==> src/rtl/dispatch_alloc_ctrl.sv <==
// dispatch_alloc_ctrl: per-cycle dispatch grant against freelist/ROB/RS capacity,
// plus the mispredict flush/drain sequencer for freelist recovery.
module dispatch_alloc_ctrl #(
    parameter int WAYS           = 3,
    parameter int ROB            = 5,
    parameter int CNT_W          = 6,
    parameter int RECOVER_CYCLES = 2,
    parameter int PERF_W         = 16
) (
    input  logic              clock_i,
    input  logic              reset_ni,
    input  logic [WAYS-1:0]   dispatch_req_i,
    input  logic [WAYS-1:0]   needs_dest_i,
    input  logic [CNT_W-1:0]  fl_distance_i,
    input  logic [CNT_W-1:0]  rob_free_i,
    input  logic [CNT_W-1:0]  rs_free_i,
    input  logic              br_recover_en_i,
    input  logic [ROB-1:0]    br_recover_head_i,
    output logic [WAYS-1:0]   dispatch_grant_o,
    output logic [WAYS-1:0]   fl_dispatch_en_o,
    output logic              fl_recover_en_o,
    output logic [ROB-1:0]    fl_recover_head_o,
    output logic              stall_o,
    output logic [1:0]        state_out_o,
    output logic [PERF_W-1:0] stall_count_o
);
    localparam logic [1:0] NORMAL = 2'd0;
    localparam logic [1:0] FLUSH  = 2'd1;
    localparam logic [1:0] DRAIN  = 2'd2;

    logic [1:0]        state_q, state_d;
    logic [3:0]        cnt_q, cnt_d;
    logic [ROB-1:0]    head_q, head_d;
    logic [PERF_W-1:0] stall_cnt_q;
    logic [WAYS-1:0]   fit;
    logic [CNT_W-1:0]  nreq, nfit, dcnt;
    logic              chain, run;

    // Every per-slot condition is a prefix condition, so fit comes out thermometer.
    always_comb begin
        chain = 1'b1;
        dcnt  = '0;
        nreq  = '0;
        nfit  = '0;
        fit   = '0;
        for (int i = 0; i < WAYS; i++) begin
            chain  = chain & dispatch_req_i[i];
            dcnt   = dcnt + CNT_W'(needs_dest_i[i]);
            fit[i] = chain && dcnt <= fl_distance_i && CNT_W'(i + 1) <= rob_free_i
                     && CNT_W'(i + 1) <= rs_free_i;
            nreq   = nreq + CNT_W'(chain);
            nfit   = nfit + CNT_W'(fit[i]);
        end
    end

    assign run              = reset_ni && state_q == NORMAL && !br_recover_en_i;
    assign dispatch_grant_o = run ? fit : '0;
    assign fl_dispatch_en_o = dispatch_grant_o & needs_dest_i;
    assign stall_o          = reset_ni && (nreq > nfit || state_q != NORMAL || br_recover_en_i);
    assign fl_recover_en_o  = state_q == FLUSH;
    assign fl_recover_head_o = head_q;
    assign state_out_o      = state_q;
    assign stall_count_o    = stall_cnt_q;

    // A new mispredict in any state restarts the sequence with the newest head.
    always_comb begin
        state_d = state_q;
        cnt_d   = cnt_q;
        head_d  = head_q;
        if (br_recover_en_i) begin
            state_d = FLUSH;
            head_d  = br_recover_head_i;
        end else if (state_q == FLUSH) begin
            state_d = DRAIN;
            cnt_d   = 4'(RECOVER_CYCLES - 1);
        end else if (state_q == DRAIN) begin
            state_d = cnt_q == 4'd0 ? NORMAL : DRAIN;
            cnt_d   = cnt_q == 4'd0 ? 4'd0 : cnt_q - 4'd1;
        end
    end

    always_ff @(posedge clock_i or negedge reset_ni) begin
        if (!reset_ni) begin
            state_q     <= NORMAL;
            cnt_q       <= '0;
            head_q      <= '0;
            stall_cnt_q <= '0;
        end else begin
            state_q     <= state_d;
            cnt_q       <= cnt_d;
            head_q      <= head_d;
            stall_cnt_q <= stall_cnt_q + PERF_W'(stall_o && !(&stall_cnt_q));
        end
    end
endmodule

==> config.mk <==
export PLATFORM = sky130hd
export DESIGN_NAME = dispatch_alloc_ctrl
export DESIGN_NICKNAME = d
export VERILOG_FILES = /design/src/rtl/dispatch_alloc_ctrl.sv
export SDC_FILE = /design/constraint.sdc
export NUM_CORES = 1
export LEC_CHECK = 0
export CAP_MARGIN = 20
export CORE_MARGIN = 2
export CORE_UTILIZATION = 45
export CTS_CLUSTER_SIZE = 20
export DETAILED_ROUTE_END_ITERATION = 10
export HOLD_SLACK_MARGIN = 0.08
export PLACE_DENSITY = 0.77
export REMOVE_ABC_BUFFERS = 1
export SETUP_SLACK_MARGIN = 0.3
export SKIP_CTS_REPAIR_TIMING = 1
export SLEW_MARGIN = 20
export SYNTH_ARGS = -nofsm -noshare
export SYNTH_HDL_FRONTEND = slang
export SYNTH_SLANG_ARGS = --single-unit
==> constraint.sdc <==
create_clock -name clock_i -period 7 [get_ports clock_i]
set_input_delay 0.7 -clock clock_i [delete_from_list [all_inputs] [get_ports clock_i]]
set_output_delay 0.7 -clock clock_i [all_outputs]
set_load 0.02 [all_outputs]
# Word level (Yosys, flattened, before mapping)
# Index checks and enable logic that the tools add are counted.
[word_totals]
output_inout_bits = 31
wordCells = 60
reg_bits = 27
[classes]
n_eq_ne = 2
add_sub_neg = 8
n_reduce_logical = 24
order_cmp = 10
n_bitwise = 4
muxes = 8
[op_table]
columns = ["cell", "count"]
rows = [
  ["less-or-equal comparator 2 x 6 -> 1 bit, first input constant", 4],
  ["adder 16 x 1 -> 16 bit", 1],
  ["AND reduction 16 bit", 1],
  ["logical AND 1 bit", 13],
  ["less-or-equal comparator 1 x 6 -> 1 bit, first input constant", 2],
  ["two-way mux 4 bit", 3],
  ["adder 2 x 1 -> 3 bit", 3],
  ["two-way mux 2 bit", 4],
  ["adder 1 x 1 -> 2 bit", 3],
  ["less-or-equal comparator 1 x 6 -> 1 bit", 1],
  ["less-or-equal comparator 2 x 6 -> 1 bit", 1],
  ["less-or-equal comparator 3 x 6 -> 1 bit", 1],
  ["zero test 4 bit", 1],
  ["nonzero test 2 bit", 2],
  ["subtractor 4 x 1 -> 4 bit, second input constant", 1],
  ["bitwise AND 3 bit", 1],
  ["greater-than comparator 3 bit", 1],
  ["two-way mux 3 bit", 1],
  ["nonzero test 3 bit", 1],
  ["bitwise AND 1 bit", 2],
  ["equality test 2 x 1 -> 1 bit, second input constant", 1],
  ["equality test 2 bit, second input constant", 1],
  ["zero test 1 bit", 2],
  ["zero test 2 bit", 1],
  ["other kinds (3)", 4],
]

# Depth between registers and ports, before layout
# Gate-level depths: netlist (run 1).
[logic_depth]
word_depth = 13
mapped_depth = 21

# Worst setup path before layout (run 1)
# Ideal clock, no wire load.
[synth_timing]
kind = "input port to flip-flop"
from = "in needs_dest_i[0]"
to = "reg stall_cnt_q[13] (netlist: stall_count_o[13])"
cell_stages = 20
required_time_ps = 6920
setup_slack_ps = 2393
arrival_time_ps = 4527
path_buffers = 1
path_cell_list = "ha_1 -> ha_1 -> ha_1 -> ha_1 -> o21ai_0 -> a21oi_1 -> nand3b_1 -> fa_1 -> inv_1 -> ha_1 -> nand2_1 -> o21ai_0 -> a21boi_0 -> o31a_1 -> ha_1 -> and3_1 -> buf_2 -> nand4_1 -> nor2_1 -> xor2_1"
[synth_via]
elab_chain_len = 13
[synth_lines]
columns = ["element", "line_no", "text"]
rows = [
  ["start: declaration", "13", "input logic [WAYS-1:0] needs_dest_i,"],
  ["adder 1 x 1 -> 2 bit", "48", "dcnt = dcnt + CNT_W'(needs_dest_i[i]);"],
  ["adder 2 x 1 -> 3 bit or less-or-equal comparator 2 x 6 -> 1 bit (tied branches)", "48, 49", ""],
  ["less-or-equal comparator 3 x 6 -> 1 bit or logical AND 1 bit (tied branches)", "49", "fit[i] = chain && dcnt <= fl_distance_i && CNT_W'(i + 1) <= rob_free_i"],
  ["logical AND 1 bit", "49", ""],
  ["logical AND 1 bit, on equally long branches", "49, 50", ""],
  ["logical AND 1 bit or adder 1 x 1 -> 2 bit (tied branches)", "50, 52", ""],
  ["adder 2 x 1 -> 3 bit (*)", "52", "nfit = nfit + CNT_W'(fit[i]);"],
  ["greater-than comparator 3 bit (*)", "59", "assign stall_o = reset_ni && (nreq > nfit || state_q != NORMAL || br_recover_en_i);"],
  ["logical OR 1 bit (*) (2 in series)", "59", ""],
  ["logical AND 1 bit (*)", "59", ""],
  ["named net stall_o", "23", "output logic stall_o,"],
  ["logical AND 1 bit (*)", "92", "stall_cnt_q <= stall_cnt_q + PERF_W'(stall_o && !(&stall_cnt_q));"],
  ["adder 16 x 1 -> 16 bit (*)", "92", ""],
  ["end signal: assignment", "92", ""],
  ["end: declaration", "34", "logic [PERF_W-1:0] stall_cnt_q;"],
]
# The timed path passes the listed nets; every way through them passes the cells marked *.
# A chain may end at the register's enable or synchronous reset.

# Final worst setup path (run 1)
[layout_timing]
from = "in needs_dest_i[0]"
to = "out stall_o"
[layout_via]
elab_chain_len = 11
[layout_lines]
columns = ["element", "line_no"]
rows = [
  ["adder 1 x 1 -> 2 bit", "48"],
  ["adder 2 x 1 -> 3 bit or less-or-equal comparator 2 x 6 -> 1 bit (tied branches)", "48, 49"],
  ["less-or-equal comparator 3 x 6 -> 1 bit or logical AND 1 bit (tied branches)", "49"],
  ["logical AND 1 bit", "49"],
  ["logical AND 1 bit, on equally long branches", "49, 50"],
  ["logical AND 1 bit or adder 1 x 1 -> 2 bit (tied branches)", "50, 52"],
  ["adder 2 x 1 -> 3 bit (*)", "52"],
  ["greater-than comparator 3 bit (*)", "59"],
  ["logical OR 1 bit (*) (2 in series)", "59"],
  ["logical AND 1 bit (*)", "59"],
  ["end: declaration", "23"],
]
# Every way passes the cells marked *; elsewhere a longest branch is shown, timed or not.

==> results by stage, run 1 <==
Outcome:
- The flow ran to the end, and the final reports show no timing, DRC or antenna violations.

Global routing:
- Entering global routing, the biggest net connects 23 pins.
- The number of global-route vias before repair was 1477.
- The number of antenna violations at the first check in global routing was 0.
- The wire length of the first global-routing pass is 6320 µm.
- Across every metal layer, demand over resource in global routing totals 18.8%.
- Global routing finished with a remaining overflow of 0.

Clock network:
- The clock-pin transition on the worst setup and hold timing paths is 80 ps.
- Counting along the longest clock path gives a buffer depth of 2.
- The H-tree level count is 1.
- The source-to-sink clock delay at the later pin of the worst-skew pair is 260 ps.
- Counting every sink on the clock net gives 27.
- The CTS buffer count is 3.
- The TritonCTS clock tree is built.
- In this run the clock root is driven by a clkbuf_8.

Critical path:
- The reg2reg setup slack is 4630 ps.
- The worst setup path is launched from an input pin.
- The cell with the most instances on the worst path is ha_1.
- STA puts the critical path data arrival time at 4480 ps.
- The slowest library cell on the worst path is clkdlybuf4s50_1.
- The number of cell instances on the worst register-to-register path is 10.
- In this run the worst path has a maximum fanout of 3.
- The element type at the critical path end is a primary output.
- The worst reg2reg path endpoint is stall_count_o[15].
- The path type of the worst setup path is input pin to primary output.
- The critical path goes through clkdlybuf4s50_1 -> ha_1 -> ha_1 -> ha_1 -> ha_1 -> o21ai_0 -> a21oi_1 -> nand3b_1 -> fa_1 -> inv_1 -> ha_1 -> nand2_1 -> o21ai_0 -> a21boi_0 -> clkdlybuf4s50_1.
- For this run, the slowest stage of the critical path takes 670 ps.
- The origin of the critical flop-to-flop path is state_out_o[0].
- For the worst setup path, the data required time is 6300 ps.

Power and ir drop:
- The clock group share of total power is 16.8%.
- Of the total power, registers draw 43.4%.
- The worst supply voltage drop on vdd is 0.233 mV.
- Cell internal power was estimated by the tool at 0.000330 W.
- Net switching is 35.1% of the power.
- The total power of the final layout is 0.000509 W.
- The net switching power is 0.000179 W.
- In this run, the combinational gates consume 39.8% of the power.
- Summed over all cells, the static leakage comes to 1.07 nW.
- The cell area power density is 212 mW/mm².

Worst hold path:
- The start point of the worst min-delay path is stall_count_o[5].
- The path with the worst hold slack has its endpoint at stall_count_o[5].
- The path type of the worst min-delay path is flop to flop.
- Counting instances, the worst hold path has a depth of 1.

Placement:
- The worst setup timing slack at the placement stage is 1810 ps.
- The instance area after placement is 0.00235 mm².
- At the end of routability-driven placement, the weighted congestion stood at 0.797.
- The count of buffers added on input and output ports is 62.
- The post-DP HPWL is 2920 µm.

Floorplan:
- The die is 65.2 µm wide.
- The die is 65.2 µm tall.
- The die covers 0.00425 mm².
- After floorplanning, the core was divided into 22 placement rows.
- After floorplanning, the core was sized to cover 0.00363 mm².
- The initial utilization of the core area, before any placement, comes to 46.3%.
- 63 I/O pins were placed.

Timing:
- In the finished design, the share of the clock period the worst path needs comes to 74.0%.
- The clock period minus final worst setup slack is 5180 ps.
- Setup repair after global routing left no endpoint under its margin.
- The worst pin sits at a relative slew slack of 39.0%.
- Static timing analysis puts the maximum clock frequency at 193 MHz.
- The worst setup margin is 1820 ps.
- The final-report hold violation count is 0.
- The slew at the pin closest to its max-slew limit is 912 ps.
- The number of setup violations in the final report is 0.
- Summed over all failing endpoints, the final setup total negative slack is 0 ps.
- Clock skew on the completed layout was measured at 2.59 ps.
- The max-slew violation count is 0.

Synthesis:
- The cell area after synthesis is 0.00168 mm².
- For this run, the number of Yosys warnings is 0.
- The count of unique library cells instantiated by Yosys is 35.
- Counting flops and latches in the post-synthesis netlist gives 27.
- Of the synthesized area, sequential elements account for 40.1%.
- The average cell area after synthesis is 9.78 µm².
- The instance count of the mapped netlist is 172.
- The top cell type by area accounts for 40.1% of the synthesized area.
- Summed over all instances, the cell type with the most area after synthesis is dfrtp_1.
- Sorting the synthesized cells by area gives the leading types as dfrtp_1, ha_1, xnor2_1.

Layout:
- The layout cell share with drive strength beyond 1 is 5.11%.
- The final net count is 288.
- The library cell used most frequently in the layout, excluding fill and tap cells, is clkdlybuf4s50_1.
- The antenna cell count is 0.
- With fillers left out, the area of the finished cells amounts to 0.00240 mm².
- In the layout the commonest cells are clkdlybuf4s50_1, dfrtp_1, ha_1, inv_1, nand2_1.
- Cells fill 66.0% of the core in the end.
- From synthesis to final layout, the design area changed by 42.5%.

Routing:
- The number of remaining DRC errors is 0.
- In the routed layout, each cell is associated on average with a via count of 5.07.
- After detailed routing, the average wire length per cell comes to 12.7 µm.
- The routed wire length is 3610 µm.
- The detail route stage leaves a number of antenna-violating nets equal to 0.
- The total via count in the routed design is 1434.
- The iteration-0 DRC count of the detailed router is 34.
- The first detailed-routing pass ran for 4 iterations.

Job:
- The total of max-cap violations is 0.
[Yosys cell counts (all sizes together)]
cell	n
dfrtp	27
ha	17
inv	15
nand2	14
nor2	13
nand3	9
nor3	7
xnor2	7
xor2	7
a21oi	5
mux2	5
o21ai	5
nand4	4
nor2b	4
nor4	4
and3	3
buf	3
fa	3
and4	2
nand3b	2
o211ai	2
o31ai	2
or3	2
a21boi	1
a21o	1
and2	1
clkbuf	1
nand2b	1
nor3b	1
o31a	1
o41ai	1
or4	1
or4b	1
[per-stage QoR]
step                      instances  hold slack, ps
final                           283             497
after CTS                       283             498
after global routing            283             525
after global placement          279             484
after detailed placement        279             486
after floorplan                 168             404
[layer usage]
layer / up-vias / GRT usage (%) / share of wire (%) / wire length [µm]
met5: - / 0 / 0 / 0
met4: 0 / 4.69 / 0.42 / 15
met3: 2 / 4.28 / 7.4 / 268
met2: 44 / 33.1 / 48 / 1730
met1: 666 / 23.4 / 44 / 1590
li1: 722 / - / - / -
[cells by family (layout without fill, tap and decap cells)]
group / after synthesis / in the layout / synth area share (%)
buffers and inverters: 19 / 82 / 4.46
adder cells (fa/ha/maj): 20 / 20 / 16.2
multiplexers: 5 / 5 / 3.35
flip-flops: 27 / 27 / 40.1
AO/OA/AOI/OAI: 18 / 18 / 7.06
AND/OR/NAND/NOR: 69 / 69 / 21.5
XOR/XNOR: 14 / 14 / 7.29
[final cells by class]
class / instances / area (µm²)
clock buffer: 4 / 45.0
fill: 319 / 1240
inverter: 15 / 56.3
multi-input combinational: 126 / 932
sequential: 27 / 676
tap: 48 / 60.1
timing repair buffer: 63 / 628
[power by group through the flow]
stage / clock network (W) / logic [W] / registers, W
finish: 0.0000853 / 0.000203 / 0.000221
global route: 0.0000947 / 0.000227 / 0.000227
CTS: 0.0000876 / 0.000206 / 0.000221
detailed placement: 0 / 0.000205 / 0.000223
global placement: 0 / 0.000201 / 0.000223
floorplan: 0 / 0.0000812 / 0.000247
[registers in the layout, summed over array words and instances, names as in the netlist]
name	count
state_out_o	2
stall_count_o	16
cnt_q	4
fl_recover_head_o	5
[critical path, delay by kind of cell]
kind	cells	cell delay (ps)
adders and majority gates	6	1780
and+or+nand+nor	2	250
AOI/OAI and AO/OA	4	570
buffers and inverters	3	1190
[how the worst max path moves through the flow]
stage / from / end / slack, ps / cells after the start
6_report: needs_dest_i[0] / stall_o / 1820 / 15
5_1_grt: needs_dest_i[0] / stall_o / 1570 / 15
4_1_cts: needs_dest_i[0] / stall_o / 1800 / 15
3_5_place_dp: needs_dest_i[0] / stall_o / 1810 / 15
3_3_place_gp: needs_dest_i[0] / stall_o / 1890 / 15
2_1_floorplan: needs_dest_i[0] / stall_count_o[12] / 2400 / 19
No activity file was read; power rests on OpenSTA's default activity.
==> inputs of run 2 (changes only) <==
Settings changed: CORE_UTILIZATION 45 to 40, PLACE_DENSITY 0.77 to 0.72.
Clock period 7 ns to 4.3 ns, I/O delays scaled along.
==> run 2 against run 1 <==
Against the previous run: setup slack got worse by 1300 ps; cell area up 5.7%; clock-buffer cell count is the same; register-to-register slack got worse by 2500 ps; clock skew fell by 1.5 ps; largest power group unchanged.
==> results by stage, run 2 (same netlist as run 1, synthesis figures left out) <==
Floorplan:
- The number of placement rows is 23 (was 22).
- The full die area is 0.00474 mm² (was 0.00425 mm²).
- The top-level port count is 63 (unchanged).
- The overall die height was 68.9 µm (was 65.2 µm).
- The initial cell density of the core was 41.8% (was 46.3%).
- The horizontal die dimension came to 68.9 µm (was 65.2 µm).
- The placeable core region is 0.00403 mm² (was 0.00363 mm²).

Power and ir drop:
- The total power of the final layout is 0.000853 W (was 0.000509 W).
- The cell area power density is 336 mW/mm² (was 212 mW/mm²).
- The reported leakage power is 1.15 nW (was 1.07 nW).
- The worst supply voltage drop on vdd is 0.334 mV (was 0.233 mV).

Clock network:
- The clock sink total is 27 (unchanged).
- The TritonCTS clock tree is built (unchanged).
- The CTS buffer count came to 3 (unchanged).
- The clock tree buffer depth is 2 (unchanged).
- The library cell used as clock root buffer is clkbuf_8 (unchanged).
- The H-tree level count is 1 (unchanged).
- The clock-pin transition on the worst setup and hold timing paths is 90 ps (was 80 ps).
- The source-to-sink clock delay at the later pin of the worst-skew pair is 270 ps (was 260 ps).

Routing:
- The number of remaining DRC errors is 0 (unchanged).
- The total via count in the routed design was 1509 (was 1434).
- The routed wire length is 3840 µm (was 3610 µm).
- The iteration-0 DRC count of the detailed router is 25 (was 34).
- The number of nets still failing antenna checks after routing is 0 (unchanged).
- The wire length per cell is 13.0 µm (was 12.7 µm).
- The number of search-and-repair iterations in the first detailed-routing pass is 4 (unchanged).
- The number of vias per cell is 5.10 (was 5.07).

Layout:
- The most common cell after layout, fill and taps aside is clkdlybuf4s50_1 (unchanged).
- The final net count is 299 (was 288).
- The fill cell instance count of the final layout came to 349 (was 319).
- Highest-count cells in the layout ignoring fill and taps: clkdlybuf4s50_1, dfrtp_1, inv_1, nand2_1, ha_1 (was clkdlybuf4s50_1, dfrtp_1, ha_1, inv_1, nand2_1).
- The layout overhead on the synthesized area is 50.6% (was 42.5%).
- The post-route standard cell area excluding fillers is 0.00253 mm² (was 0.00240 mm²).
- The number of flip-flops in the largest register was 16 (unchanged).
- The layout cell share with drive strength beyond 1 is 15.4% (was 5.11%).
- The antenna cell count is 0 (unchanged).
- The final non-filler cell total came to 296 (was 283).

Global routing:
- The largest net degree at the start of global routing came to 16 (was 23).
- The global-route usage over all layers is 16.4% (was 18.8%).
- The number of global-route vias before repair is 1404 (was 1477).
- The wire length of the first global-routing pass came to 5870 µm (was 6320 µm).
- The remaining global-route overflow is 0 (unchanged).
- The number of antenna violations at the first check in global routing was 0 (unchanged).

Timing:
- RSZ-0062 raised after global routing: false (unchanged).
- The max-slew violation count is 0 (unchanged).
- The final-report hold violation count came to 0 (unchanged).
- The clock period minus final worst setup slack is 3780 ps.
- After layout, the worst path uses 87.9% of the clock period.
- The worst setup margin came to 519 ps (was 1820 ps).
- Static timing analysis puts the maximum clock frequency at 264 MHz.
- The slew at the pin closest to its max-slew limit was 444 ps (was 912 ps).
- The clock skew is 1.14 ps (was 2.59 ps).
- The number of setup violations in the final report is 0 (unchanged).
- The worst slew margin relative to its limit is 70.3% (was 39.0%).

Critical path:
- The reg2reg setup slack is 2150 ps (was 4630 ps).
- The largest driver fanout on the critical path was 3 (unchanged).
- The cell with the most instances on the worst path is ha_2 (was ha_1).
- The path type of the worst setup path is input pin to flop (was input pin to primary output).
- The origin of the critical flop-to-flop path is state_out_o[0] (unchanged).
- The slowest library cell on the worst path is fa_1 (was clkdlybuf4s50_1).
- The maximum cell stage delay along the critical path was 490 ps (was 670 ps).
- Series of cell instances along the critical path: clkbuf_2 -> ha_2 -> ha_1 -> ha_2 -> ha_4 -> nand3_1 -> nand2_1 -> a21oi_2 -> nand3b_1 -> fa_1 -> inv_1 -> ha_1 -> nand2_1 -> o21ai_0 -> a21boi_1 -> o31a_1 -> ha_2 -> and3_4 -> nand4_1 -> buf_4 -> xnor2_1 (was clkdlybuf4s50_1 -> ha_1 -> ha_1 -> ha_1 -> ha_1 -> o21ai_0 -> a21oi_1 -> nand3b_1 -> fa_1 -> inv_1 -> ha_1 -> nand2_1 -> o21ai_0 -> a21boi_0 -> clkdlybuf4s50_1).
- The arrival time reported for the critical path endpoint was 3940 ps (was 4480 ps).
- The critical path startpoint category is an input pin (unchanged).
- The worst path required time is 4460 ps (was 6300 ps).
- The element type at the critical path end is a flop (was primary output).
- The timing startpoint of the critical path is needs_dest_i[0] (unchanged).

Placement:
- The placer's final routability congestion estimate is 0.761 (was 0.797).
- The number of I/O port buffers was 62 (unchanged).
- The worst setup timing slack at the placement stage is -247 ps (was 1810 ps).
- The instance area after placement is 0.00242 mm² (was 0.00235 mm²).
- The post-DP HPWL is 3010 µm (was 2920 µm).
- The cell count after placement is 290 (was 279).

Job:
- The total of max-cap violations is 0 (unchanged).

Worst hold path:
- The path type of the worst min-delay path is input pin to asynchronous set/reset pin (was flop to flop).

Outcome:
- Outcome: completed (unchanged).
[run 2: cell types whose count changed in the layout (fill, tap and decap cells not counted), sizes merged]
| cell | delta |
|---|---|
| buf | +11 |
| clkbuf | +2 |
| clkdlybuf4s50 | -6 |
| dlymetal6s2s | +4 |
[run 2: worst max-delay path, delay by kind of cell]
| kind | cells | cell delay, ps |
|---|---|---|
| fa+ha+maj | 7 | 1840 |
| simple gates | 6 | 760 |
| compound gates | 4 | 440 |
| buf+inv | 3 | 370 |
| xor+xnor | 1 | 110 |
[run 2: routing by layer]
layer  global-route usage, %  wire [µm]  vias up
met5                       0          0        -
met4                    5.64         48        0
met3                    4.06        421        5
met2                    27.8       1690       56
met1                    20.3       1680      704
li1                        -          -      744
[run 2: worst paths after layout]
check / end / cells past startpoint
worst max register to register: stall_count_o[11] / 10
worst min-delay path: stall_count_o[0] / 1
max in group asynchronous: state_out_o[0] / 2
min in group clock_i: stall_count_o[9] / 1
worst max-delay path: stall_count_o[11] / 21
worst min register to register: stall_count_o[9] / 1
[run 2: area by class of cell]
cell class / instances / area (µm²) / area share, %
Tap cell: 50 / 62.6 / 2.47
Inverter: 15 / 56.3 / 2.22
Clock buffer: 4 / 45.0 / 1.78
Timing Repair Buffer: 74 / 711 / 28.0
Multi-Input combinational cell: 126 / 985 / 38.8
Sequential cell: 27 / 676 / 26.7
[run 2: where the power goes]
part	switching, W	leakage (nW)	internal, W
sequential	0.0000550	0.345	0.000306
combinational	0.000171	0.782	0.000178
clock	0.0000766	0.0228	0.0000664
[run 2: through the flow]
stage | hold WS [ps] | util [%] | TNS, ps
5_1_grt | 421 | 62.9 | 0
3_5_place_dp | 484 | 60.1 | -2140
2_1_floorplan | 134 | - | -84.6
6_report | 405 | 62.9 | 0
4_1_cts | 413 | 61.2 | -234
3_3_place_gp | 482 | 60.1 | -1580
==> inputs of run 3 (changes only) <==
Settings changed: CTS_CLUSTER_DIAMETER from default to 120.
Clock period 4.3 ns to 3.4 ns, I/O delays scaled along.
==> run 3 against run 2 <==
Against the previous run: the flow now finishes with violations (negative setup slack); critical endpoint is now stall_count_o[13]; wire length rose by 7.6%; setup slack got worse by 710 ps; highest routed layer unchanged; flip-flop and latch count did not move; cell count rose by 4.1%; power rose by 31%; non-clock buffer count rose by 12; cell area rose by 6.4%; critical path type unchanged; register-to-register slack got worse by 880 ps; die area did not move; first-iteration DRC count rose by 16%; worst hold slack got worse by 56 ps.
==> results by stage, run 3 (same netlist as run 1, synthesis figures left out) <==
Outcome:
- Outcome: finished, violations left (was completed).
- The checks that failed: negative setup slack.

Timing:
- The slew at the pin closest to its max-slew limit is 489 ps (was 444 ps).
- The worst setup margin was -188 ps (was 519 ps).
- The worst hold margin is 349 ps (was 405 ps).
- The setup total negative slack is -1610 ps (was 0 ps).
- The number of setup violations in the final report is 13 (was 0).
- The fraction of the cycle the final worst path needs is 106%.
- RSZ-0062 raised after global routing: true (was false).
- The max-slew violation count is 0 (unchanged).
- The final-report hold violation count was 0 (unchanged).
- The worst slew margin relative to its limit is 67.4% (was 70.3%).
- Static timing analysis puts the maximum clock frequency at 279 MHz.
- The clock skew was 4.42 ps (was 1.14 ps).
- The worst path in the final design needs a cycle of 3590 ps, including I/O delays and setup.

Power and ir drop:
- The worst supply voltage drop on vdd is 0.442 mV (was 0.334 mV).
- The cell area power density is 413 mW/mm² (was 336 mW/mm²).
- The reported leakage power is 1.20 nW (was 1.15 nW).

Global routing:
- The number of antenna violations at the first check in global routing came to 0 (unchanged).
- The wire length of the first global-routing pass is 6220 µm (was 5870 µm).
- The remaining global-route overflow was 0 (unchanged).
- The largest net degree at the start of global routing is 23 (was 16).
- The global-route usage over all layers was 17.4% (was 16.4%).
- The number of global-route vias before repair is 1430 (was 1404).

Clock network:
- The clock tree buffer depth is 2 (unchanged).
- The clock-pin transition on the worst setup and hold timing paths was 90 ps (about the same).
- The source-to-sink clock delay at the later pin of the worst-skew pair is 270 ps (about the same).
- The clock sink total was 27 (unchanged).
- The H-tree level count is 1 (unchanged).
- The TritonCTS clock tree is built (unchanged).
- The library cell used as clock root buffer is clkbuf_8 (unchanged).
- The CTS buffer count was 3 (unchanged).

Routing:
- The number of search-and-repair iterations in the first detailed-routing pass is 4 (unchanged).
- The number of remaining DRC errors came to 0 (unchanged).
- The wire length per cell is 13.4 µm (was 13.0 µm).
- The total via count in the routed design is 1533 (was 1509).
- The routed wire length is 4130 µm (was 3840 µm).
- The iteration-0 DRC count of the detailed router came to 29 (was 25).
- The number of nets still failing antenna checks after routing is 0 (unchanged).
- The number of vias per cell is 4.98 (was 5.10).

Placement:
- The number of I/O port buffers came to 62 (unchanged).
- The placer's final routability congestion estimate came to 0.820 (was 0.761).
- The post-DP HPWL is 3210 µm (was 3010 µm).

Layout:
- The layout overhead on the synthesized area is 60.3% (was 50.6%).
- The most common cell after layout, fill and taps aside was clkdlybuf4s50_1 (unchanged).
- The area of combinational cells with multiple inputs is 0.00105 mm² (was 985 µm²).
- Highest-count cells in the layout ignoring fill and taps: clkdlybuf4s50_1, dfrtp_1, buf_4, inv_1, nand2_1 (was clkdlybuf4s50_1, dfrtp_1, inv_1, nand2_1, ha_1).
- The fill cell instance count of the final layout is 338 (was 349).
- The flip-flop and latch area came to 676 µm² (unchanged).
- The final net count came to 311 (was 299).
- The number of flip-flops in the largest register came to 16 (unchanged).
- The antenna cell count is 0 (unchanged).
- The layout cell share with drive strength beyond 1 is 23.6% (was 15.4%).

Floorplan:
- The placeable core region was 0.00403 mm² (unchanged).
- The top-level port count is 63 (unchanged).
- The initial cell density of the core came to 41.8% (unchanged).
- The number of placement rows came to 23 (unchanged).
- The horizontal die dimension is 68.9 µm (unchanged).
- The overall die height is 68.9 µm (unchanged).
- The full die area is 0.00474 mm² (unchanged).

Critical path:
- The largest driver fanout on the critical path is 3 (unchanged).
- The worst path required time is 3600 ps (was 4460 ps).
- The arrival time reported for the critical path endpoint is 3790 ps (was 3940 ps).
- The critical path startpoint category is an input pin (unchanged).
- The path type of the worst setup path is input pin to flop (unchanged).
- The element type at the critical path end is a flop (unchanged).

Worst hold path:
- The path type of the worst min-delay path is input pin to asynchronous set/reset pin (unchanged).

Job:
- The total of max-cap violations came to 0 (unchanged).
## run 3: cell types whose count changed in the layout (fill, tap and decap cells not counted), moves of 2 or more
cell,previous run,this run
buf_4,12,23
dlymetal6s2s_1,4,2
ha_4,1,4
buf_6,0,3
nand3_2,1,3
nand3_1,8,6
ha_1,13,10
## run 3: per-layer routing
metal | global-route usage (%) | up-vias | routed length (µm)
li1 | - | 764 | -
met1 | 22.5 | 711 | 1780
met2 | 29.1 | 54 | 1900
met3 | 4.38 | 4 | 416
met4 | 4.41 | 0 | 40
met5 | 0 | - | 0
## run 3: worst paths after layout
check / slack (ps) / end / startpoint / depth (start not counted)
max: -190 / stall_count_o[13] / needs_dest_i[1] / 20
min: 350 / stall_count_o[0] / reset_ni / 1
max reg2reg: 1270 / stall_count_o[3] / stall_count_o[6] / 9
min reg2reg: 500 / cnt_q[3] / cnt_q[3] / 1
max in group asynchronous: 2430 / cnt_q[0] / reset_ni / 2
min in group clock_i: 500 / cnt_q[3] / cnt_q[3] / 1
## run 3: cell type report
cell class	instances	share of cell area (%)
Inverter	15	2.09
Sequential cell	27	25.0
Timing Repair Buffer	86	30.1
Clock buffer	4	1.67
Tap cell	50	2.32
Multi-Input combinational cell	126	38.8
## run 3: worst max-delay path, stage by stage
cell,delay (ps)
buf_8,110
fa_2,580
inv_2,50
ha_4,250
nand3_2,70
nand2_2,70
a21oi_2,40
nand3b_1,170
fa_1,490
inv_1,40
ha_1,170
nor2b_1,130
o21ai_1,90
a21boi_2,140
o31a_1,150
ha_2,180
and3_4,190
nand4_1,190
nor2_2,170
xor2_1,160
## run 3: report_power, final
group / internal, W / total, W / switching [W]
logic: 0.000248 / 0.000476 / 0.000228
registers: 0.000387 / 0.000460 / 0.0000731
clock network: 0.0000839 / 0.000179 / 0.0000954
total: 0.000719 / 0.00112 / 0.000397
## run 3: per-stage QoR
stage | utilization (%) | setup WS [ps] | instance area, µm² | power, W | instances
CTS | 63.3 | -993 | 2550 | 0.00108 | 305
finish | 67.0 | -188 | 2700 | 0.00112 | 308
detailed placement | 62.2 | -1130 | 2500 | 0.000902 | 301
global route | 67.0 | -380 | 2700 | 0.00119 | 308
floorplan | - | -841 | 1660 | 0.000675 | 168
global placement | 62.2 | -995 | 2500 | 0.000895 | 301
